<file path="config.mk">
export PLATFORM = sky130hd
export DESIGN_NAME = sram_fifo
export DESIGN_NICKNAME = d
export VERILOG_FILES = /design/src/rtl/sram_pkg.sv /design/src/rtl/sram_dp_core.sv /design/src/rtl/sram_fifo.sv
export SDC_FILE = /design/constraint.sdc
export NUM_CORES = 1
export LEC_CHECK = 0
export BUFFER_PORTS_ARGS = -buffer_cell sky130_fd_sc_hd__buf_2
export CAP_MARGIN = 15
export CORE_UTILIZATION = 60
export CTS_CLUSTER_SIZE = 40
export DETAILED_ROUTE_END_ITERATION = 12
export PLACE_DENSITY = 0.76
export SLEW_MARGIN = 20
export SYNTH_ARGS = -nofsm -noshare
export SYNTH_HDL_FRONTEND = slang
export SYNTH_SLANG_ARGS = --single-unit
export TNS_END_PERCENT = 30
</file>
<file path="constraint.sdc">
create_clock -name clock -period 2.9 [get_ports clock]
set_input_delay 0.145 -clock clock [delete_from_list [all_inputs] [get_ports clock]]
set_output_delay 0.145 -clock clock [all_outputs]
set_load 0.05 [all_outputs]
</file>
<file path="src/rtl/sram_pkg.sv">
// Shared defaults for the SRAM-backed FIFO and its dual-port memory core.
package sram_pkg;

    localparam int unsigned DefaultDataWidth  = 8;
    localparam int unsigned DefaultAddrWidth  = 6;
    localparam int unsigned DefaultAfullLevel = 56;

endpackage

</file>
<file path="src/rtl/sram_dp_core.sv">
// Single-clock dual-port memory: one write port, one read port with a registered output.
module sram_dp_core
    import sram_pkg::*;
#(
    parameter int unsigned DataWidth = DefaultDataWidth,
    parameter int unsigned AddrWidth = DefaultAddrWidth
) (
    input  logic                 clk_i,
    input  logic                 rst_i,
    input  logic                 we_i,
    input  logic [AddrWidth-1:0] waddr_i,
    input  logic [DataWidth-1:0] wdata_i,
    input  logic                 re_i,
    input  logic [AddrWidth-1:0] raddr_i,
    output logic [DataWidth-1:0] rdata_o
);

    localparam int unsigned Depth = 1 << AddrWidth;

    logic [DataWidth-1:0] mem [Depth];
    logic [DataWidth-1:0] rdata_q;

    // Storage is never reset; stale words are unreachable once the pointers clear.
    always_ff @(posedge clk_i) begin
        if (we_i) begin
            mem[waddr_i] <= wdata_i;
        end
    end

    // Read-before-write: a same-address write this edge is not bypassed.
    always_ff @(posedge clk_i) begin
        if (rst_i) begin
            rdata_q <= '0;
        end else if (re_i) begin
            rdata_q <= mem[raddr_i];
        end
    end

    assign rdata_o = rdata_q;

endmodule

</file>
<file path="src/rtl/sram_fifo.sv">
// Synchronous FIFO over sram_dp_core with registered occupancy flags.
// Define SRAM_FIFO_ERR_EN to add sticky overflow/underflow outputs.
module sram_fifo
    import sram_pkg::*;
#(
    parameter int unsigned DATA_WIDTH  = DefaultDataWidth,
    parameter int unsigned ADDR_WIDTH  = DefaultAddrWidth,
    parameter int unsigned AFULL_LEVEL = DefaultAfullLevel
) (
    input  logic                  clock,
    input  logic                  reset,
    input  logic [DATA_WIDTH-1:0] data,
    input  logic                  we,
    input  logic                  re,
    output logic [DATA_WIDTH-1:0] q,
    output logic                  empty,
    output logic                  full,
    output logic                  almost_full,
    output logic [ADDR_WIDTH:0]   count
`ifdef SRAM_FIFO_ERR_EN
    ,
    output logic                  overflow,
    output logic                  underflow
`endif
);

    localparam logic [ADDR_WIDTH:0] DepthCnt = {1'b1, {ADDR_WIDTH{1'b0}}};
    localparam logic [ADDR_WIDTH:0] AfullCnt = (ADDR_WIDTH + 1)'(AFULL_LEVEL);

    logic [ADDR_WIDTH-1:0] wptr_q, rptr_q;
    logic [ADDR_WIDTH:0]   count_q, count_d;
    logic                  empty_q, full_q, afull_q;
    logic                  push_ok, pop_ok;

    always_comb begin
        pop_ok  = re && !empty_q;
        push_ok = we && (!full_q || pop_ok);
        count_d = count_q;
        if (push_ok && !pop_ok) begin
            count_d = count_q + 1'b1;
        end else if (pop_ok && !push_ok) begin
            count_d = count_q - 1'b1;
        end
    end

    always_ff @(posedge clock) begin
        if (reset) begin
            wptr_q  <= '0;
            rptr_q  <= '0;
            count_q <= '0;
            empty_q <= 1'b1;
            full_q  <= 1'b0;
            afull_q <= 1'b0;
        end else begin
            if (push_ok) begin
                wptr_q <= wptr_q + 1'b1;
            end
            if (pop_ok) begin
                rptr_q <= rptr_q + 1'b1;
            end
            count_q <= count_d;
            empty_q <= (count_d == '0);
            full_q  <= (count_d == DepthCnt);
            afull_q <= (count_d >= AfullCnt);
        end
    end

    sram_dp_core #(
        .DataWidth(DATA_WIDTH),
        .AddrWidth(ADDR_WIDTH)
    ) u_core (
        .clk_i  (clock),
        .rst_i  (reset),
        .we_i   (push_ok && !reset),
        .waddr_i(wptr_q),
        .wdata_i(data),
        .re_i   (pop_ok && !reset),
        .raddr_i(rptr_q),
        .rdata_o(q)
    );

    assign empty       = empty_q;
    assign full        = full_q;
    assign almost_full = afull_q;
    assign count       = count_q;

`ifdef SRAM_FIFO_ERR_EN
    logic overflow_q, underflow_q;

    always_ff @(posedge clock) begin
        if (reset) begin
            overflow_q  <= 1'b0;
            underflow_q <= 1'b0;
        end else begin
            if (we && !push_ok) begin
                overflow_q <= 1'b1;
            end
            if (re && !pop_ok) begin
                underflow_q <= 1'b1;
            end
        end
    end

    assign overflow  = overflow_q;
    assign underflow = underflow_q;
`endif

endmodule

</file>
==> impl_results.md, run 1 <==
- Run status: finished clean
- Final Skew: 0.0160 ns
- Critical path arrival: 3.22 ns
- Top cell by count, worst path: buf_4
- Gate Count Post-Synth: 1115
- Slew @ Worst Pin: 0.898 ns
- Hold Path Sink: wptr_q[0]
- Footprint of the multi-input gates: 0.00484 sq mm
- Post-layout util: 0.702
- Net Count, Synth: 1131
- PostCTS Resize Cnt: 0
- Crit path capture type: flop
- FF/Latch Area: 0.0160 sq mm
- Register clock-pin slew on the reported worst setup and hold paths: 0.07 ns
- Post-Syn Area: 0.0212 sq mm
- Number of register bits inferred by synthesis: 542
- Antenna Nets Post-Route: 0
- Share of post-route cells with drive strength above 1: 0.262
- Gpl congestion: 0.875
- Worst Path Max Fanout: 16
- Die footprint: 0.0360 sq mm
- Worst VDD drop: 593 uV
- Maximum clock insertion buffer count: 3
- Final wirelength: 49400 um
- Vias per cell: 6.54
- Syn-to-layout area delta: 15.0%
- CP Cell Sequence: nand3b_1 -> buf_4 -> o221ai_1 -> a211oi_1 -> buf_4 -> a21oi_1 -> a22o_1
- DP HPWL: 30800 um
- Post-layout min period: 2.70 ns
- Fin crit share: 0.931
- # fillers: 2100
- CP max-delay cell: dfxtp_1
- Cell Pwr Density: 671 mW/mm^2
- Vias in the first global route: 11700
- Register-to-register setup slack: 0.20 ns
- Starting Density: 0.611
- Yosys cell types: 58
- Initial DRC count: 1324
- Post-Route Setup TNS: 0 ns
- Num rows: 68
- Slew HR: 0.402
- Critical Path RT: 3.42 ns
- DR DRC count: 0
- Clk root buf: clkbuf_16
- Ports: 30
- RSZ-0062 raised after global routing: false
- Worst Hold Depth: 2
- Post-synth EDFFs: 512
- FFs w/ async S/R, synth: 0
- Worst hold path class: in -> reg
- Max Cap Viol: 0
- Initial antenna violation count: 0
- Worst path bufs/invs: 2
- Syn_area_per_cell: 19.0 sq um
- Overall Global Routing Usage: 0.282
- Crit-path max cell delay: 0.71 ns
- CTS sink count: 542
- R2R depth: 7
- First-pass GRT wire length: 72700 um
- Grt ovf: 0
- Crit start category: flop
- Port Buffers: 29
- Final setup fails: 0
- Fmax: 0.370 GHz
- Worst Min Path Start: reset
- Antenna diodes: 0
- Hold Violations, Final: 0
- Clock Latency Late Sink: 0.57 ns
- Sequential fraction of the synthesis area: 0.755
- Fin. max-slew vios: 0
- Fin nets: 1288
- CP delay by family, top: compound AO/OA/AOI/OAI gates
- DR pass1 iterations: 7
- Wire per inst: 27.9 um
- Syn. warnings: 0
- CTS tree: done
- Core area: 0.0346 sq mm
- CTS Buf Count: 52
- Reg2Reg Launch Point: rptr_q[3]
- R2R Path End: u_core.rdata_o[4]
- WS Path Type: reg -> reg
- Leak: 7.83 nW
- Largest net degree at the start of global routing: 65
- Die extent in x: 190 um
- H-tree Lvls: 2
- Die height: 190 um
- Top_reg_cell synth: edfxtp_1
- Detailed-route via count: 11600
-- kinds of logic (layout without fill, tap and decap cells) --
kind of cell,count (synthesis),after routing,synth area share
compound gates,150,150,0.0532
xor+xnor,13,13,0.00538
fa+ha+maj,4,4,0.00237
buf+inv,68,269,0.0165
flops,542,542,0.755
mux,161,161,0.128
simple gates,177,177,0.0393
-- metal layers --
layer  GRT usage  vias up  part of all wire
li1            -     4881                 -
met1       0.387     5931              0.39
met2       0.457      627              0.49
met3      0.0469      149             0.082
met4       0.109        0             0.040
met5           0        -                 0
-- how the worst max path moves through the flow --
stage / from / end / slack (ns) / depth (start not counted)
3_5_place_dp: rptr_q[0] / u_core.rdata_o[4] / 0.33 / 6
3_3_place_gp: rptr_q[0] / u_core.rdata_o[7] / 0.28 / 6
6_report: rptr_q[3] / u_core.rdata_o[4] / 0.20 / 7
2_1_floorplan: empty / u_core.mem[62][0] / 0.31 / 6
4_1_cts: rptr_q[2] / u_core.rdata_o[4] / 0.24 / 7
5_1_grt: rptr_q[0] / u_core.rdata_o[3] / 0.17 / 6
-- synth_stat cells, types with 5 or more instances --
| cell type | number | area [sq um] |
|---|---|---|
| buf_2 | 13 | 65.1 |
| mux2i_1 | 73 | 731 |
| o22ai_1 | 15 | 93.8 |
| a22oi_1 | 17 | 128 |
| nor2b_1 | 6 | 37.5 |
| nor3_1 | 5 | 25.0 |
| xor2_1 | 7 | 61.3 |
| nor2_1 | 94 | 353 |
| nand2_1 | 26 | 97.6 |
| a221oi_1 | 8 | 70.1 |
| dfxtp_1 | 30 | 601 |
| edfxtp_1 | 512 | 15400 |
| xnor2_1 | 6 | 52.6 |
| nand3b_1 | 5 | 37.5 |
| buf_1 | 12 | 45.0 |
| nand3_1 | 14 | 70.1 |
| o21ai_1 | 5 | 25.0 |
| a211oi_1 | 18 | 135 |
| a21oi_1 | 20 | 100 |
| buf_4 | 8 | 60.1 |
| o221ai_1 | 17 | 149 |
| mux4_2 | 88 | 1980 |
| clkbuf_1 | 25 | 93.8 |
| o21ai_0 | 7 | 35.0 |
| nand4_1 | 5 | 31.3 |
| a22o_1 | 23 | 201 |
-- through the flow --
stage	hold WS [ns]	cell area (sq um)	std cells	power, mW	setup slack [ns]
6_report	0.0361	24300	1771	16.3	0.201
5_1_grt	0.0437	24300	1771	16.7	0.168
4_1_cts	0.0260	24300	1771	16.4	0.244
3_5_place_dp	0.529	22600	1672	9.92	0.328
3_3_place_gp	0.493	22600	1672	9.90	0.276
2_1_floorplan	0.244	21200	1115	9.53	0.313
-- cell usage in the layout (no fill, tap or decap), drive strengths merged, types with 2 or more instances in the layout --
master,count
mux4,88
bufinv,3
o221ai,17
a221oi,8
or3b,2
a211oi,18
clkbuf,77
ha,4
nand2,26
nor2b,6
mux2i,73
nand2b,2
o22ai,15
nand3,14
edfxtp,512
a22oi,17
o41ai,2
a21oi,20
o21ai,12
xnor2,6
or2,2
or3,3
nand4,5
o211ai,2
dfxtp,30
buf,164
nor3b,3
nand3b,5
a22o,23
nor2,94
and3,2
nor4,3
xor2,7
inv,7
nor3,5
clkinv,16
a2111oi,7
-- state kept, by name, summed over array words and instances (netlist names) --
| signal | cells |
|---|---|
| u_core.mem | 512 |
| u_core.rdata_o | 8 |
| count | 7 |
| rptr_q | 6 |
| wptr_q | 6 |
| almost_full | 1 |
| empty | 1 |
| full | 1 |
-- where the power goes --
part           internal (mW)  switching (mW)  total, mW
combinational          0.438           0.642       1.08
sequential              8.60          0.0822       8.68
clock                   3.79            2.78       6.57
total                   12.8            3.50       16.3
-- area by class of cell --
class | count | share of cell area
Clock buffer | 77 | 0.0607
Clock inverter | 21 | 0.00751
Inverter | 6 | 0.000926
Multi-Input combinational cell | 505 | 0.199
Sequential cell | 542 | 0.657
Tap cell | 455 | 0.0234
Timing Repair Buffer | 165 | 0.0514
-- repair_timing --
item / 4_1_cts / 5_1_grt
buffers inserted: 0 / 0
hold buffers: 1 / 0
hold endpoints to repair: 1 / 0
endpoints found under the setup margin: 0 / 0
Power figures use the tool's default switching activity.
==> run 2, diff against run 1 <==
--- a/config.mk
+++ b/config.mk
@@ -5,11 +5,11 @@
 export SDC_FILE = /design/constraint.sdc
 export NUM_CORES = 1
 export LEC_CHECK = 0
-export BUFFER_PORTS_ARGS = -buffer_cell sky130_fd_sc_hd__buf_2
 export CAP_MARGIN = 15
 export CORE_UTILIZATION = 60
 export CTS_CLUSTER_SIZE = 40
 export DETAILED_ROUTE_END_ITERATION = 12
+export DONT_BUFFER_PORTS = 1
 export PLACE_DENSITY = 0.76
 export SLEW_MARGIN = 20
 export SYNTH_ARGS = -nofsm -noshare
==> constraint.sdc (replaced) <==
create_clock -name clock -period 2.9 [get_ports clock]
set_input_delay 0.145 -clock clock [delete_from_list [all_inputs] [get_ports clock]]
set_output_delay 0.145 -clock clock [all_outputs]
set_load 0.02 [all_outputs]
==> run 2 against run 1 <==
- combinational power is 5% lower
- first-iteration DRC count rose by 17%
- wire length shrank 1.4%
- worst setup slack got worse by 0.058 ns
- design area is 0.68% higher
- non-clock buffer count decreased by 22
- fmax decreased by 2.1%
- sequential cell count unchanged
- die area unchanged
- critical endpoint is now u_core.rdata_o[0]
==> impl_results.md, run 2 (synthesis gave the netlist of run 1 again) <==
- RSZ-0062 raised after global routing: false
- Slew HR: 0.393 (-0.00833)
- Max Cap Viol: 0 (unchanged)
- Design area: 0.0245 sq mm (+0.68%)
- Initial antenna violation count: 0 (unchanged)
- Largest net degree at the start of global routing: 65 (unchanged)
- Crit start category: flop
- Leak: 7.81 nW (-0.18%)
- Final wirelength: 48700 um (-1.4%)
- Fin crit share: 0.951 (+0.0200)
- H-tree Lvls: 2 (unchanged)
- First-pass GRT wire length: 73200 um (+0.68%)
- Share of post-route cells with drive strength above 1: 0.247 (-0.0153)
- Core area: 0.0346 sq mm (unchanged)
- Worst VDD drop: 553 uV (-6.7%)
- Wire per inst: 27.9 um (about the same)
- Final setup fails: 0 (unchanged)
- Cell Pwr Density: 676 mW/mm^2 (+0.74%)
- Register clock-pin slew on the reported worst setup and hold paths: 0.06 ns (about the same)
- Placed instance count: 1631 (-2.5%)
- Starting Density: 0.611 (unchanged)
- Post-Route Setup TNS: 0 ns (unchanged)
- Top reg by flops: u_core.mem
- Setup bufs post-CTS: 0 (unchanged)
- CP Cell Sequence: buf_12 -> buf_4 -> mux4_2 -> a22o_1 -> a211oi_1 -> a21oi_1 -> a22o_1
- Die footprint: 0.0360 sq mm (unchanged)
- Placed instance area: 0.0224 sq mm (-1.0%)
- Syn-to-layout area delta: 15.7%
- Fmax: 0.363 GHz (-2.1%)
- CP max-delay cell: dfxtp_4
- Setup ws final: 0.143 ns (-0.0580 ns)
- Post-layout min period: 2.76 ns (+0.0580 ns)
- Clock Latency Late Sink: 0.59 ns (+0.02 ns)
- Worst Hold Depth: 4 (+2)
- Fin. max-slew vios: 0 (unchanged)
- Die height: 190 um (unchanged)
- Critical Path RT: 3.37 ns (-0.05 ns)
- Grt ovf: 0 (unchanged)
- Crit-path max cell delay: 0.59 ns (-0.12 ns)
- Crit path capture type: flop
- Ports: 30 (unchanged)
- Vias in the first global route: 11500 (-1.3%)
- Antenna diodes: 0 (unchanged)
- Critical path arrival: 3.23 ns (about the same)
- Worst Path Max Fanout: 38 (+22)
- Worst path bufs/invs: 2 (unchanged)
- Post-Place Worst Slack: 0.149 ns (-0.179 ns)
- Worst hold path class: in -> reg
- Post-layout util: 0.707 (+0.00477)
- Maximum clock insertion buffer count: 3 (unchanged)
- DR DRC count: 0 (unchanged)
- # fillers: 2044 (-2.7%)
- Non-filler cells, final: 1747 (-1.4%)
- CTS tree: done
- R2R depth: 7 (unchanged)
- Overall Global Routing Usage: 0.281 (about the same)
- Vias per cell: 6.61 (+1.1%)
- DP HPWL: 29500 um (-4.4%)
- Antenna Nets Post-Route: 0 (unchanged)
- WS Path Type: reg -> reg
- CP delay by family, top: compound AO/OA/AOI/OAI gates
- Run status: finished clean
- Tot Pwr: 16.6 mW (+1.4%)
- Gpl congestion: 0.856 (-2.2%)
- Top cell by count, worst path: a22o_1
- Num rows: 68 (unchanged)
- Hold Violations, Final: 0 (unchanged)
- Detailed-route via count: 11600 (-0.28%)
- Clk root buf: clkbuf_16
- Max reg flops: 512 (unchanged)
- CTS Buf Count: 51 (-1.9%)
- Port Buffers: 0 (-100%)
- CTS sink count: 542 (unchanged)
- Commonest non-fill, non-tap cells in the layout: 512 x edfxtp_1, 117 x buf_4, 93 x nor2_1
- Final Skew: 0.0169 ns (+0.000888 ns)
- Fin nets: 1265 (-1.8%)
- DR pass1 iterations: 6 (-1)
- Die extent in x: 190 um (unchanged)
- Total stage count of the critical path: 7 (unchanged)
- Initial DRC count: 1546 (+17%)
- Most common cell after layout, fill and taps aside: edfxtp_1
- Slew @ Worst Pin: 0.907 ns (+0.00950 ns)
- Hold slack: 0.0483 ns (+0.0122 ns)
[run 2: path summary, 6_finish.rpt]
check,to,from,slack [ns]
max reg2reg,u_core.rdata_o[0],rptr_q[0],0.14
max,u_core.rdata_o[0],rptr_q[0],0.14
min,count[2],re,0.05
min reg2reg,rptr_q[5],rptr_q[5],0.53
[run 2: layout make-up]
class                           instances  area, sq um  area share
Multi-Input combinational cell        505         4840       0.198
Clock buffer                           60         1330      0.0543
Timing Repair Buffer                  143         1340      0.0547
Tap cell                              455          569      0.0232
Clock inverter                         36          407      0.0166
Inverter                                6         22.5    0.000920
Sequential cell                       542        16000       0.653
[run 2: what timing repair did]
| action | 4_1_cts | 5_1_grt |
|---|---|---|
| resized for setup | 0 | 0 |
| hold buffers | 20 | 0 |
| hold endpoints to repair | 548 | 0 |
[run 2: layer usage]
metal  routed length [um]  global-route usage
met2                23600               0.453
met5                    0                   0
met1                19000               0.399
met3                 4480              0.0448
met4                 1580              0.0946
[run 2: worst min-delay path, cell delays in order]
cell and delay, ns:
or4bb_1 0.14, o31ai_1 0.07, xnor2_1 0.14, nor2_1 0.09
[run 2: where the power goes]
part	internal [mW]	total [mW]	switching [mW]
sequential	8.60	8.70	0.107
combinational	0.463	1.03	0.571
clock	3.94	6.83	2.88
total	13.0	16.6	3.56
==> run 3, diff against run 2 <==
==> constraint.sdc (replaced) <==
create_clock -name clock -period 2.8 [get_ports clock]
set_input_delay 0.14 -clock clock [delete_from_list [all_inputs] [get_ports clock]]
set_output_delay 0.14 -clock clock [all_outputs]
set_load 0.02 [all_outputs]
==> run 3 against run 2 <==
- via count down 0.93%
- sequential share of layout area up 0.30 points
- power up 2.4%
- clock-buffer cell count up 10
- non-clock buffer count down 7
- core utilization down 0.33 points
- sequential cell count unchanged
- first-iteration DRC count down 12%
- global-route usage up 0.23 points
- register-to-register slack about the same
- worst hold slack worse by 0.012 ns
- critical endpoint is now u_core.rdata_o[4]
- highest routed layer unchanged
==> impl_results.md, run 3 (synthesis gave the netlist of run 1 again) <==
- CP max-delay cell: dfxtp_4
- Slew @ Worst Pin: 0.934 ns (+0.0271 ns)
- Top cell by count, worst path: buf_12
- Hold Path Sink: full
- Top reg by flops: u_core.mem
- Final wirelength: 49100 um (+0.92%)
- Combinational power share: 0.062 (about the same)
- Internal: 13.4 mW (+2.8%)
- Setup bufs post-CTS: 0 (unchanged)
- Leak: 7.73 nW (-1.0%)
- Maximum clock insertion buffer count: 3 (unchanged)
- Die extent in x: 190 um (unchanged)
- Worst Hold Depth: 4 (unchanged)
- Crit. Startpoint: rptr_q[0]
- DR DRC count: 0 (unchanged)
- CTS sink count: 542 (unchanged)
- Detailed-route via count: 11400 (-0.93%)
- Post-layout min period: 2.65 ns (-0.108 ns)
- Slew HR: 0.375 (-0.0181)
- Core area: 0.0346 sq mm (unchanged)
- Crit-path max cell delay: 0.54 ns (-0.05 ns)
- H-tree Lvls: 2 (unchanged)
- Worst VDD drop: 603 uV (+9.0%)
- Crit path capture type: flop
- Sequential power share: 0.531 (+0.006)
- Initial DRC count: 1365 (-12%)
- Register clock-pin slew on the reported worst setup and hold paths: 0.06 ns (about the same)
- # fillers: 2083 (+1.9%)
- Wire per inst: 28.2 um (+1.3%)
- R2R depth: 6 (-1)
- Clock Latency Late Sink: 0.58 ns (about the same)
- Clock share of power: 0.407 (-0.005)
- Crit start category: flop
- Grt ovf: 0 (unchanged)
- Die height: 190 um (unchanged)
- DP HPWL: 29900 um (+1.5%)
- CP Cell Sequence: buf_12 -> buf_12 -> mux4_2 -> a22oi_1 -> a21oi_1 -> a22o_1
- Most common cell after layout, fill and taps aside: edfxtp_1
- Vias per cell: 6.58 (-0.59%)
- Critical path arrival: 3.10 ns (-0.13 ns)
- CTS Buf Count: 52 (+2.0%)
- CTS tree: done
- Final Skew: 0.0242 ns (+0.00728 ns)
- RSZ-0062 raised after global routing: false
- Worst Path Max Fanout: 28 (-26%)
- Placed instance area: 0.0223 sq mm (-0.31%)
- Vias in the first global route: 11600 (+0.77%)
- Starting Density: 0.611 (unchanged)
- Fin. max-slew vios: 0 (unchanged)
- Worst Min Path Start: we
- Switching power share of the total: 0.213 (-0.00257)
- Post-layout util: 0.704 (-0.00325)
- Worst hold path class: in -> reg
- Max reg flops: 512 (unchanged)
- Fin nets: 1259 (-0.47%)
- Commonest non-fill, non-tap cells in the layout: 512 x edfxtp_1, 113 x buf_4, 93 x nor2_1
- NetSw: 3.61 mW (+1.2%)
- Reg2Reg Launch Point: rptr_q[0]
- R2R Path End: u_core.rdata_o[4]
- First-pass GRT wire length: 73700 um (+0.68%)
- Clk root buf: clkbuf_16
- Share of post-route cells with drive strength above 1: 0.242 (-0.00507)
- Antenna Nets Post-Route: 0 (unchanged)
- Post-Route Setup TNS: 0 ns (unchanged)
- Gpl congestion: 0.903 (+5.5%)
- Worst path bufs/invs: 2 (unchanged)
- Port Buffers: 0 (unchanged)
- Max Cap Viol: 0 (unchanged)
- Antenna diodes: 0 (unchanged)
- Overall Global Routing Usage: 0.284 (+0.00231)
- Design area: 0.0244 sq mm (-0.46%)
- Fmax: 0.377 GHz (+4.1%)
- Num rows: 68 (unchanged)
- Cell Pwr Density: 696 mW/mm^2 (+2.9%)
- CP delay by family, top: compound AO/OA/AOI/OAI gates
- Ports: 30 (unchanged)
- Final setup fails: 0 (unchanged)
- Syn-to-layout area delta: 15.2%
- Hold Violations, Final: 0 (unchanged)
- Die footprint: 0.0360 sq mm (unchanged)
- Initial antenna violation count: 0 (unchanged)
- WS Path Type: reg -> reg
- Register-to-register setup slack: 0.15 ns (about the same)
- DR pass1 iterations: 5 (-1)
- Critical Path RT: 3.25 ns (-0.12 ns)
- Largest net degree at the start of global routing: 65 (unchanged)
- Fin crit share: 0.946 (-0.00459)
- Run status: finished clean
run 3: cell types whose count changed in the layout (fill, tap and decap cells not counted), sizes merged:
cell / change
clkinv: -9
bufinv: -3
buf: -6
clkinvlp: +3
dlygate4sd3: -1
clkbuf: +10
run 3: final cells by class:
cell class,count,area (sq um),area share
flip-flops and latches,542,16000,0.656
multi-input cells,505,4850,0.199
clock buffers,70,1440,0.0591
repair buffers,136,1260,0.0516
well taps,455,569,0.0234
clock inverters,27,255,0.0105
inverters,6,22.5,0.000924
run 3: per-stage QoR:
stage	setup slack, ns	std cells	total power [mW]	hold WS (ns)
after global routing	0.0172	1741	17.4	0.0783
after CTS	0.122	1741	17.0	0.0329
after global placement	0.131	1625	10.0	0.216
after floorplan	0.372	1115	9.81	0.239
after detailed placement	0.140	1625	10.0	0.218
final	0.151	1741	17.0	0.0360
run 3: layer usage:
metal | up-vias | wire length [um] | GRT usage
met1 | 5907 | 19300 | 0.401
li1 | 4824 | - | -
met5 | - | 0 | 0
met4 | 0 | 1200 | 0.0775
met3 | 91 | 4420 | 0.0505
met2 | 626 | 24200 | 0.462
run 3: worst max-delay path by stage:
stage	slack, ns	to	cells past startpoint
after floorplan	0.37	u_core.mem[62][0]	6
after global placement	0.13	u_core.rdata_o[4]	6
after detailed placement	0.14	u_core.rdata_o[4]	6
after CTS	0.12	u_core.rdata_o[4]	6
after global routing	0.02	u_core.rdata_o[4]	6
final	0.15	u_core.rdata_o[4]	6
run 3: what timing repair did:
action	in CTS	in global routing
gates resized for setup	0	3
endpoints found under the hold margin	543	0
hold buffers	19	0
endpoints found under the setup margin	0	2
run 3: worst reg2reg max path, cell delays in order, from the launching register on:
cell and delay, ns:
dfxtp_4 0.54, buf_12 0.30, buf_12 0.28, mux4_2 0.54, a22oi_1 0.39, a21oi_1 0.26
a22o_1 0.23
run 3: power by group through the flow:
stage	logic (mW)	registers, mW	clock network [mW]
after global routing	1.12	9.01	7.27
after floorplan	0.663	9.15	0
after detailed placement	0.867	9.18	0
after global placement	0.852	9.18	0
final	1.06	9.01	6.90
after CTS	1.06	9.01	6.96
